$ cat config.mk
export PLATFORM = sky130hd
export DESIGN_NAME = serial_digit_adder
export DESIGN_NICKNAME = d
export VERILOG_FILES = /design/src/rtl/serial_digit_adder.sv
export SDC_FILE = /design/constraint.sdc
export NUM_CORES = 1
export LEC_CHECK = 0
export ABC_AREA = 1
export BUFFER_PORTS_ARGS = -buffer_cell sky130_fd_sc_hd__buf_2
export CAP_MARGIN = 10
export CORE_MARGIN = 2
export CORE_UTILIZATION = 53
export DETAILED_ROUTE_END_ITERATION = 7
export PLACE_DENSITY_LB_ADDON = 0.3
export SYNTH_ARGS = -nofsm -noshare
export SYNTH_HDL_FRONTEND = slang
export SYNTH_SLANG_ARGS = --single-unit
export TNS_END_PERCENT = 10
$ cat constraint.sdc
create_clock -name clk -period 2 [get_ports clk]
set_clock_uncertainty 0.1 [all_clocks]
set_input_delay 0 -clock clk [delete_from_list [all_inputs] [get_ports clk]]
set_output_delay 0 -clock clk [all_outputs]
set_load 0.01 [all_outputs]
$ cat src/rtl/serial_digit_adder.sv
// Digit-serial add/subtract: WIDTH/DIGIT RUN cycles from accept to out_valid.
// Accepts only in IDLE; the result holds in DONE until out_ready, no accept/result overlap.
module serial_digit_adder #(
  parameter int WIDTH = 8,
  parameter int DIGIT = 2
) (
  input  logic             clk,
  input  logic             rst,
  input  logic             in_valid,
  output logic             in_ready,
  input  logic [WIDTH-1:0] a,
  input  logic [WIDTH-1:0] b,
  input  logic             cin,
  input  logic             sub,
  output logic             out_valid,
  input  logic             out_ready,
  output logic [WIDTH-1:0] sum,
  output logic             cout,
  output logic             ovf,
  output logic             busy
);

  localparam int N  = WIDTH / DIGIT;
  localparam int CW = (N > 1) ? $clog2(N) : 1;

  typedef enum logic [1:0] {IDLE, RUN, DONE} state_t;

  state_t                 state_q, state_d;
  logic [WIDTH-1:0]       op_a, op_b, res;
  logic                   carry;
  logic [CW-1:0]          cnt;
  logic                   a_msb, b_msb;
  logic [DIGIT:0]         dsum;
  logic [WIDTH+DIGIT-1:0] res_cat;
  logic                   accept, last;

  assign accept  = in_valid && (state_q == IDLE);
  assign last    = (cnt == CW'(N - 1));
  assign dsum    = {1'b0, op_a[DIGIT-1:0]} + {1'b0, op_b[DIGIT-1:0]} + {{DIGIT{1'b0}}, carry};
  // New digit enters at the top; after N shifts the result is fully aligned.
  assign res_cat = {dsum[DIGIT-1:0], res};

  always_comb begin
    state_d   = state_q;
    in_ready  = 1'b0;
    out_valid = 1'b0;
    busy      = 1'b1;
    case (state_q)
      IDLE: begin
        in_ready = 1'b1;
        busy     = 1'b0;
        if (in_valid) state_d = RUN;
      end
      RUN:  if (last) state_d = DONE;
      DONE: begin
        out_valid = 1'b1;
        if (out_ready) state_d = IDLE;
      end
      default: state_d = IDLE;
    endcase
  end

  always_ff @(posedge clk) begin
    if (rst) begin
      state_q <= IDLE;
      op_a    <= '0;
      op_b    <= '0;
      res     <= '0;
      carry   <= 1'b0;
      cnt     <= '0;
      a_msb   <= 1'b0;
      b_msb   <= 1'b0;
    end else begin
      state_q <= state_d;
      if (accept) begin
        op_a  <= a;
        op_b  <= b ^ {WIDTH{sub}};
        // In subtract mode cin is the not-borrow input: a + ~b + cin = a - b - ~cin.
        carry <= cin;
        cnt   <= '0;
        a_msb <= a[WIDTH-1];
        b_msb <= b[WIDTH-1] ^ sub;
      end else if (state_q == RUN) begin
        op_a  <= op_a >> DIGIT;
        op_b  <= op_b >> DIGIT;
        res   <= res_cat[WIDTH+DIGIT-1:DIGIT];
        carry <= dsum[DIGIT];
        cnt   <= cnt + CW'(1);
      end
    end
  end

  assign sum  = res;
  assign cout = carry;
  assign ovf  = (a_msb == b_msb) && (res[WIDTH-1] != a_msb);

endmodule
==> metrics list, run 1 <==
* Simple-Gate Fraction of Synth Area: 0.3201
- Setup repair after global routing left no endpoint under its margin.
- The die covers 0.003495 mm^2.
* Total power density per cell area: 705.1 mW/mm^2
* Net count after synthesis: 241
* Maximum clock insertion buffer count: 2
- Setup violations remaining at the end of the flow were counted as 0.
- Cell count after synthesis: 216
- The share of the Yosys chip area taken by registers is 0.3854.
* Run status: complete, no violations
- Period utilisation layout: 0.9382
- In this run the static leakage power is 1.059 nW.
* Min-Delay Endpoint: b_msb
* Die Wd: 59.12 um
- Number of clock buffers inserted by TritonCTS: 5
- The tool flagged a number of max-cap violations equal to 0.
* Core ar.: 0.002978 mm^2
- Routability-driven placement finished with a final weighted congestion of 0.7563.
- The number of cells on the worst reg-to-reg path is 7.
- The die is 59.12 um tall.
- Counting I/O delays and the setup requirement, the final critical path takes 1876 ps.
* Global-route wire length before repair: 6486 um
* Dpl hpwl: 2277 um
* H-Tree Level Count: 2
- Layout cell share with drive strength beyond 1: 0.2927
- The Yosys step of the flow raised 0 warnings.
- The first detailed-routing pass ran for 4 iterations.
- Adder-cell area share of the yosys netlist: 0.03263
- Clock tree from TritonCTS: built
* Detailed Route WL: 3962 um
- STA classifies the critical path endpoint as a flip-flop.
* Peak clock frequency supported by timing: 532.9 MHz
- The number of antenna violations at the first check in global routing was 0.
- CTS placed an instance of sky130_fd_sc_hd__clkbuf_4 at the clock tree root.
- Clock tree synthesis found a total of 31 sinks.
- Count of standard-cell rows: 20
* Number of top-level design ports: 35
- The detailed router placed 1604 vias in this run.
- I/O Buffers: 34
- IR analysis of the VDD net gives a maximum drop of 0.5572 mV.
- For this block, the initial DRC count from the detailed router was 92.
* DRC: 0
- After detailed routing, the number of vias per cell comes to 5.013.
- The worst setup path is launched from a flip-flop.
- Terminus of the critical flop-to-flop path: op_a[4]
* Number of distinct library cells after synthesis: 29
- The worst hold path begins at sub.
- Required time of the worst setup path: 2130 ps
* Number of filler instances in the final layout: 224
- Pin count of the biggest net entering global routing: 17
- Drt wl/cell: 12.38 um
- 0 antenna diodes ended up in the layout.
- Synth Register Bits: 31
- Overall Power: 0.001568 W
- Worst skew pair latency: 330 ps
* P&R area growth vs syn: 38.07%
- Total grt overflow: 0
* Number of endpoints with negative hold slack in the final report: 0
- Main combinational cell family by area after synthesis: simple AND/OR/NAND/NOR gates
* Setup slack on the worst flop-to-flop path: 120 ps
- For this configuration, the core starts out at a cell density of 0.5408.
* Final net count: 311
* Area share of xor/xnor cells in the synthesized design: 0.01632
- In this run the worst path has a maximum fanout of 6.
- The compound-gate portion of the synthesized area is 0.1399.
- The count of nets left with antenna violations once routing finished came out at 0.
* Rel. slew slack: 0.7795
- Measured against the total synthesized area, the mux share comes to 0.
- The startpoint identified for the worst register-to-register timing path is state_q[0].
- After clock tree synthesis, the clock-pin slew on the worst setup and hold paths is 100 ps.
- The min-delay analysis places its worst path in the category in -> reg.
- Netlist area before placement: 0.001610 mm^2
* Average footprint of a synthesized cell: 7.455 um^2
- Tightest Pin Transition: 330.3 ps
* Kind of critical path: reg -> reg
* Total negative setup slack: 0 ps
- Number of global-route vias before repair: 1546
* Final Max Tran Viols: 0
- Worst hold path stage count: 4
- In the global route stage, overall resource usage came out at 0.2514.
* Data arrival time of the critical path: 2000 ps
metrics by stage:
stage | hold slack (ps) | utilization | setup slack [ps] | cell area (um^2) | std cells
2_1_floorplan | 50.97 | - | 353.3 | 1610 | 216
5_1_grt | 39.74 | 0.7466 | 2.722 | 2223 | 320
4_1_cts | 2.806 | 0.7286 | 23.79 | 2170 | 316
3_5_place_dp | 165.3 | 0.5920 | 353.2 | 1763 | 276
6_report | 11.69 | 0.7466 | 123.6 | 2223 | 320
3_3_place_gp | 161.0 | 0.5920 | 399.7 | 1763 | 276
power by group:
| part | leakage [nW] | internal (W) | total [W] | switching, W |
|---|---|---|---|---|
| clock network | 0.0482 | 0.000295 | 0.000517 | 0.000221 |
| registers | 0.256 | 0.000666 | 0.000697 | 0.0000314 |
| logic | 0.755 | 0.000171 | 0.000354 | 0.000183 |
| total | 1.06 | 0.00113 | 0.00157 | 0.000436 |
cells in the final DEF, fill, tap and decap left out, drive strengths merged:
master and instances:
clkinv 1, o21ai 13, a31oi 3, nand3b 4, fa 2, dfxtp 31, nand3 11, nand2 77
nor2 21, dlygate4sd3 32, xnor2 1, o21a 1, a21oi 17, xor2 2, inv 21, ha 1
bufinv 1, buf 42, clkbuf 6
cell type report:
type,instances,area (um^2),area share
clock buffer,6,51.30,0.02307
clock inverter,2,35.03,0.01576
tap,33,41.29,0.01857
timing repair buffer,74,563.0,0.2532
inverter,21,81.33,0.03658
multi-input combinational,153,829.5,0.3731
sequential,31,621.8,0.2797
critical path, cell delays in order (launching register included):
cell                            delay (ps)
sky130_fd_sc_hd__dfxtp_1               370
sky130_fd_sc_hd__buf_4                 190
sky130_fd_sc_hd__nor2_4                180
sky130_fd_sc_hd__buf_4                 170
sky130_fd_sc_hd__nand3b_1               70
sky130_fd_sc_hd__nand2_1                90
sky130_fd_sc_hd__a21oi_2                50
sky130_fd_sc_hd__dlygate4sd3_1         560
registers in the layout, indices dropped and copies added (netlist names):
register and flops:
a_msb 1, cout 1, op_b 8, b_msb 1, state_q 2, sum 8
cnt 2, op_a 8
layer usage:
| layer | track usage | vias to the layer above | wire (um) |
|---|---|---|---|
| li1 | - | 823 | - |
| met1 | 0.2906 | 716 | 1705 |
| met2 | 0.4365 | 54 | 1975 |
| met3 | 0.07424 | 11 | 200 |
| met4 | 0.09416 | 0 | 81 |
| met5 | 0 | - | 0 |
worst max path at each step:
stage / startpoint / to / slack, ps / depth (start not counted)
after floorplan: cout / cout / 350 / 6
after global placement: cout / cout / 400 / 6
after detailed placement: cout / cout / 350 / 6
after CTS: state_q[0] / op_b[4] / 20 / 5
after global routing: state_q[0] / op_a[5] / 3 / 7
final: state_q[0] / op_a[4] / 120 / 7
what timing repair did:
item / CTS / global route
setup buffers: 0 / 4
hold endpoints to repair: 20 / 0
resized for setup: 0 / 3
setup endpoints to repair: 0 / 10
hold buffers: 32 / 0
synthesized netlist by cell type, drive strengths merged:
cell type | number | area (um^2)
a21oi | 17 | 122.6
a31oi | 3 | 18.77
buf | 10 | 85.08
clkbuf | 1 | 3.750
dfxtp | 31 | 620.6
fa | 2 | 40.04
ha | 1 | 12.51
inv | 21 | 81.33
nand2 | 77 | 334.1
nand3 | 11 | 55.05
nand3b | 4 | 30.03
nor2 | 21 | 96.34
o21a | 1 | 7.510
o21ai | 13 | 76.33
xnor2 | 1 | 8.760
xor2 | 2 | 17.52
cell families (layout without fill, tap and decap cells):
| kind of cell | after synthesis | after routing |
|---|---|---|
| buffers and inverters | 32 | 103 |
| DFF | 31 | 31 |
| and+or+nand+nor | 113 | 113 |
| AOI/OAI and AO/OA | 34 | 34 |
| adders and majority gates | 3 | 3 |
| xor gates and xnor gates | 3 | 3 |
(Power assumes the default switching activity.)
==> inputs of run 2 (changes only) <==
--- a/config.mk
+++ b/config.mk
@@ -5,13 +5,13 @@
 export SDC_FILE = /design/constraint.sdc
 export NUM_CORES = 1
 export LEC_CHECK = 0
-export ABC_AREA = 1
-export BUFFER_PORTS_ARGS = -buffer_cell sky130_fd_sc_hd__buf_2
 export CAP_MARGIN = 10
 export CORE_MARGIN = 2
-export CORE_UTILIZATION = 53
+export CORE_UTILIZATION = 60
 export DETAILED_ROUTE_END_ITERATION = 7
+export DONT_BUFFER_PORTS = 1
 export PLACE_DENSITY_LB_ADDON = 0.3
+export SETUP_SLACK_MARGIN = 0.2
 export SYNTH_ARGS = -nofsm -noshare
 export SYNTH_HDL_FRONTEND = slang
 export SYNTH_SLANG_ARGS = --single-unit
==> metrics list, run 2 <==
* Total negative setup slack: 0 ps
- Entering global routing, the biggest net connects 27 pins.
- The worst setup path is of the reg -> reg kind.
* Time the final worst path needs with I/O delays and setup: 1714 ps
- During I/O placement, the number of pins put on the boundary was 35.
- The H-tree generated during clock tree synthesis spans 2 levels.
- Number of iterations in the first detailed-routing pass: 4
- Cell accounting for the most synthesized area: sky130_fd_sc_hd__dfxtp_1
- After global routing, the most crowded layer is met2.
* Adder-cell area share of the yosys netlist: 0.03727
- Setup repair after global routing missed its margin: true
- Largest voltage drop on the vdd net: 0.5346 mV
* Rel. slew slack: 0.3857
- In this run the static leakage power is 0.6633 nW.
* Core ar.: 0.002212 mm^2
- Slack of the critical path: 286.4 ps
- After routing the design area is 0.001738 mm^2.
* Finished Core Util: 0.7856
- Per-cell via count in the routed design: 5.605
* Sink count of the clock tree: 31
- The share of the Yosys chip area taken by registers is 0.4401.
- STA puts the critical path data required time at 2150 ps.
- Final estimated routing congestion in global placement: 0.7308
- The compound-gate portion of the synthesized area was 0.1686.
- Category of the worst setup path capture point: flip-flop
- Number of filler instances in the final layout: 152
* Netlist area before placement: 0.001410 mm^2
- Global routing met2 resource utilization: 0.4354
- Port buffering added 0 buffers.
* Simple-Gate Fraction of Synth Area: 0.2263
* Footprint of the flip-flops and latches: 625.6 um^2
- In the global route stage, met3 resource usage came out at 0.09143.
- Starting DRT DRC Count: 22
- In the finished design, the share of the clock period the worst path needs comes to 0.8568.
* EDFF count, synth: 0
* Worst r2r path cells: 4
- Number of max-cap violations: 0
* Global-route wire length before repair: 5092 um
* Number of antenna violations at the first check in global routing: 0
- Of the cells placed in the final design, the portion with a size suffix greater than 1 is 0.1198.
- In this run the vertical extent of the chip is 52.48 um.
* Startpoint of the lowest-slack register-to-register path: cout
- After synthesis, the largest family of logic cells by area is simple AND/OR/NAND/NOR gates.
- Met1 capacity usage during global routing: 0.3018
- Terminus of the critical flop-to-flop path: sum[7]
- The Yosys step of the flow raised 0 warnings.
- Startpoint type of the worst setup path: flip-flop
- Data on the critical path arrives at its endpoint at 1860 ps.
- Maximum clock insertion buffer count: 2
* Number of global-route vias before repair: 1162
* Clock root buffer master: sky130_fd_sc_hd__clkbuf_4
- Count of standard-cell rows: 17
- Area share of the largest cell type after synthesis: 0.4401
* Number of clock buffers inserted by TritonCTS: 5
- The number of nets handed over by synthesis was 191.
- Commonest register cell after synthesis: sky130_fd_sc_hd__dfxtp_1
- Instance area at placement: 0.001395 mm^2
- Ranked by instance count, the synthesized netlist is headed by 31 x sky130_fd_sc_hd__dfxtp_1, 27 x sky130_fd_sc_hd__nand2_1, 22 x sky130_fd_sc_hd__nor2_1.
- Setup Slack @ Placement: 246.6 ps
- After legalization and detailed placement, the total HPWL measured 1881 um.
- P&R area growth vs syn: 23.25%
- The library cell used most frequently in the layout, excluding fill and tap cells, is sky130_fd_sc_hd__dfxtp_1.
- Min-Delay Endpoint: op_b[1]
- TritonCTS built the clock tree.
- For this run the aggregate overflow at the end of global routing stands at 0.
* Area taken by multi-input logic gates: 700.7 um^2
- The worst hold path was traced through 2 stages.
- Detailed Route WL: 3208 um
- Hold Path Origin: rst
- The cell count after synthesis came out at 166.
* Final Max Tran Viols: 0
- Synth Register Bits: 31
* Average footprint of a synthesized cell: 8.495 um^2
- Total power density per cell area: 730.7 mW/mm^2
* Antenna cells: 0
- Final net count: 216
- The netlist uses 30 different library cells.
- For this run, the total global-route usage over all layers was measured as 0.2663.
- Number of nets with antenna violations after detailed routing: 0
* Count of buffers added by post-CTS timing repair for setup: 0
- Of all flip-flops after synthesis, the portion carrying an async set or reset was 0.
- For this run, design rule violations remaining after detail routing come to 0.
* Tightest Pin Transition: 921.4 ps
* Clock transition at path regs: 100 ps
* Top fanout value on the critical path: 3
- Final setup violation count: 0
- Area share of xor/xnor cells in the synthesized design: 0.05590
- The die covers 0.002754 mm^2.
- Sorting the synthesized cells by area gives the leading types as sky130_fd_sc_hd__dfxtp_1 44%, sky130_fd_sc_hd__nand2_1 7.2%, sky130_fd_sc_hd__a21oi_1 6.4%.
- For this configuration, the core starts out at a cell density of 0.6374.
* Peak clock frequency supported by timing: 583.6 MHz
- Portion of netlist area occupied by mux cells: 0.007098
- The top cell types in the final layout, fill and taps aside, are 29 x sky130_fd_sc_hd__dfxtp_1, 27 x sky130_fd_sc_hd__nand2_1, 27 x sky130_fd_sc_hd__dlygate4sd3_1.
* Most frequently used cell type in the post-synthesis netlist: sky130_fd_sc_hd__dfxtp_1
* Setup slack on the worst flop-to-flop path: 290 ps
- After detailed routing, the average wire length per cell comes to 14.58 um.
- Number of vias after detailed routing: 1233
* Worst hold-check path type: in -> reg
* Worst skew pair latency: 340 ps
- Die Wd: 52.48 um
- The hold violation total from the final report is 0.
- Run status: complete, no violations
## run 2: changes by cell type after synthesis, moves of 8 or more
cell	before	now
sky130_fd_sc_hd__nand2_1	61	27
sky130_fd_sc_hd__nand2_2	15	0
sky130_fd_sc_hd__a21oi_1	7	18
sky130_fd_sc_hd__inv_1	18	7
sky130_fd_sc_hd__a21oi_2	10	0
sky130_fd_sc_hd__nand3_1	11	3
## run 2: report_power, final
group          switching (W)  total, W  internal [W]
combinational       0.000106  0.000225      0.000119
clock               0.000215  0.000345      0.000130
sequential         0.0000405  0.000700      0.000659
total               0.000361   0.00127      0.000909
## run 2: layout make-up
type	count	share of cell area
clock buffers	5	0.02160
inverters	7	0.01512
flip-flops and latches	31	0.3600
multi-input cells	116	0.4032
well taps	28	0.02016
clock inverters	3	0.008639
repair buffers	30	0.1713
## run 2: cells by family (layout without fill, tap and decap cells)
logic type / count (synthesis) / count (layout)
AND/OR/NAND/NOR: 68 / 68
AO/OA/AOI/OAI: 35 / 35
flip-flops: 31 / 31
buffers and inverters: 19 / 45
XOR/XNOR: 9 / 9
adder cells (fa/ha/maj): 3 / 3
multiplexers: 1 / 1
## run 2: through the flow
step	hold WS [ps]	instances	power, W
after global placement	-27.06	184	0.0008590
after CTS	31.76	220	0.001272
final	47.62	220	0.001270
after global routing	45.92	220	0.001337
after detailed placement	-24.96	184	0.0008641
after floorplan	36.01	166	0.0008475
## run 2: worst max-delay path by stage
stage                     cells after the start      to  from
after global routing                          6    cout  cout
after global placement                        6    cout  cout
after floorplan                               6    cout  cout
after CTS                                     6    cout  cout
after detailed placement                      6    cout  cout
final                                         4  sum[7]  cout
## run 2: worst max-delay path, cell delays in order (launching register included)
cell	delay, ps
sky130_fd_sc_hd__dfxtp_4	380
sky130_fd_sc_hd__inv_1	60
sky130_fd_sc_hd__fa_1	430
sky130_fd_sc_hd__fa_1	440
sky130_fd_sc_hd__a211oi_1	210
## run 2: timing repair
item,4_1_cts,5_1_grt
resized for setup,0,5
endpoints found under the setup margin,0,9
hold buffers,28,0
endpoints found under the hold margin,31,0
## run 2: routing by layer
| layer | wire [um] | vias to the layer above |
|---|---|---|
| met2 | 1644 | 40 |
| met4 | 87 | 0 |
| met3 | 188 | 8 |
| li1 | - | 609 |
| met1 | 1287 | 576 |
| met5 | 0 | - |
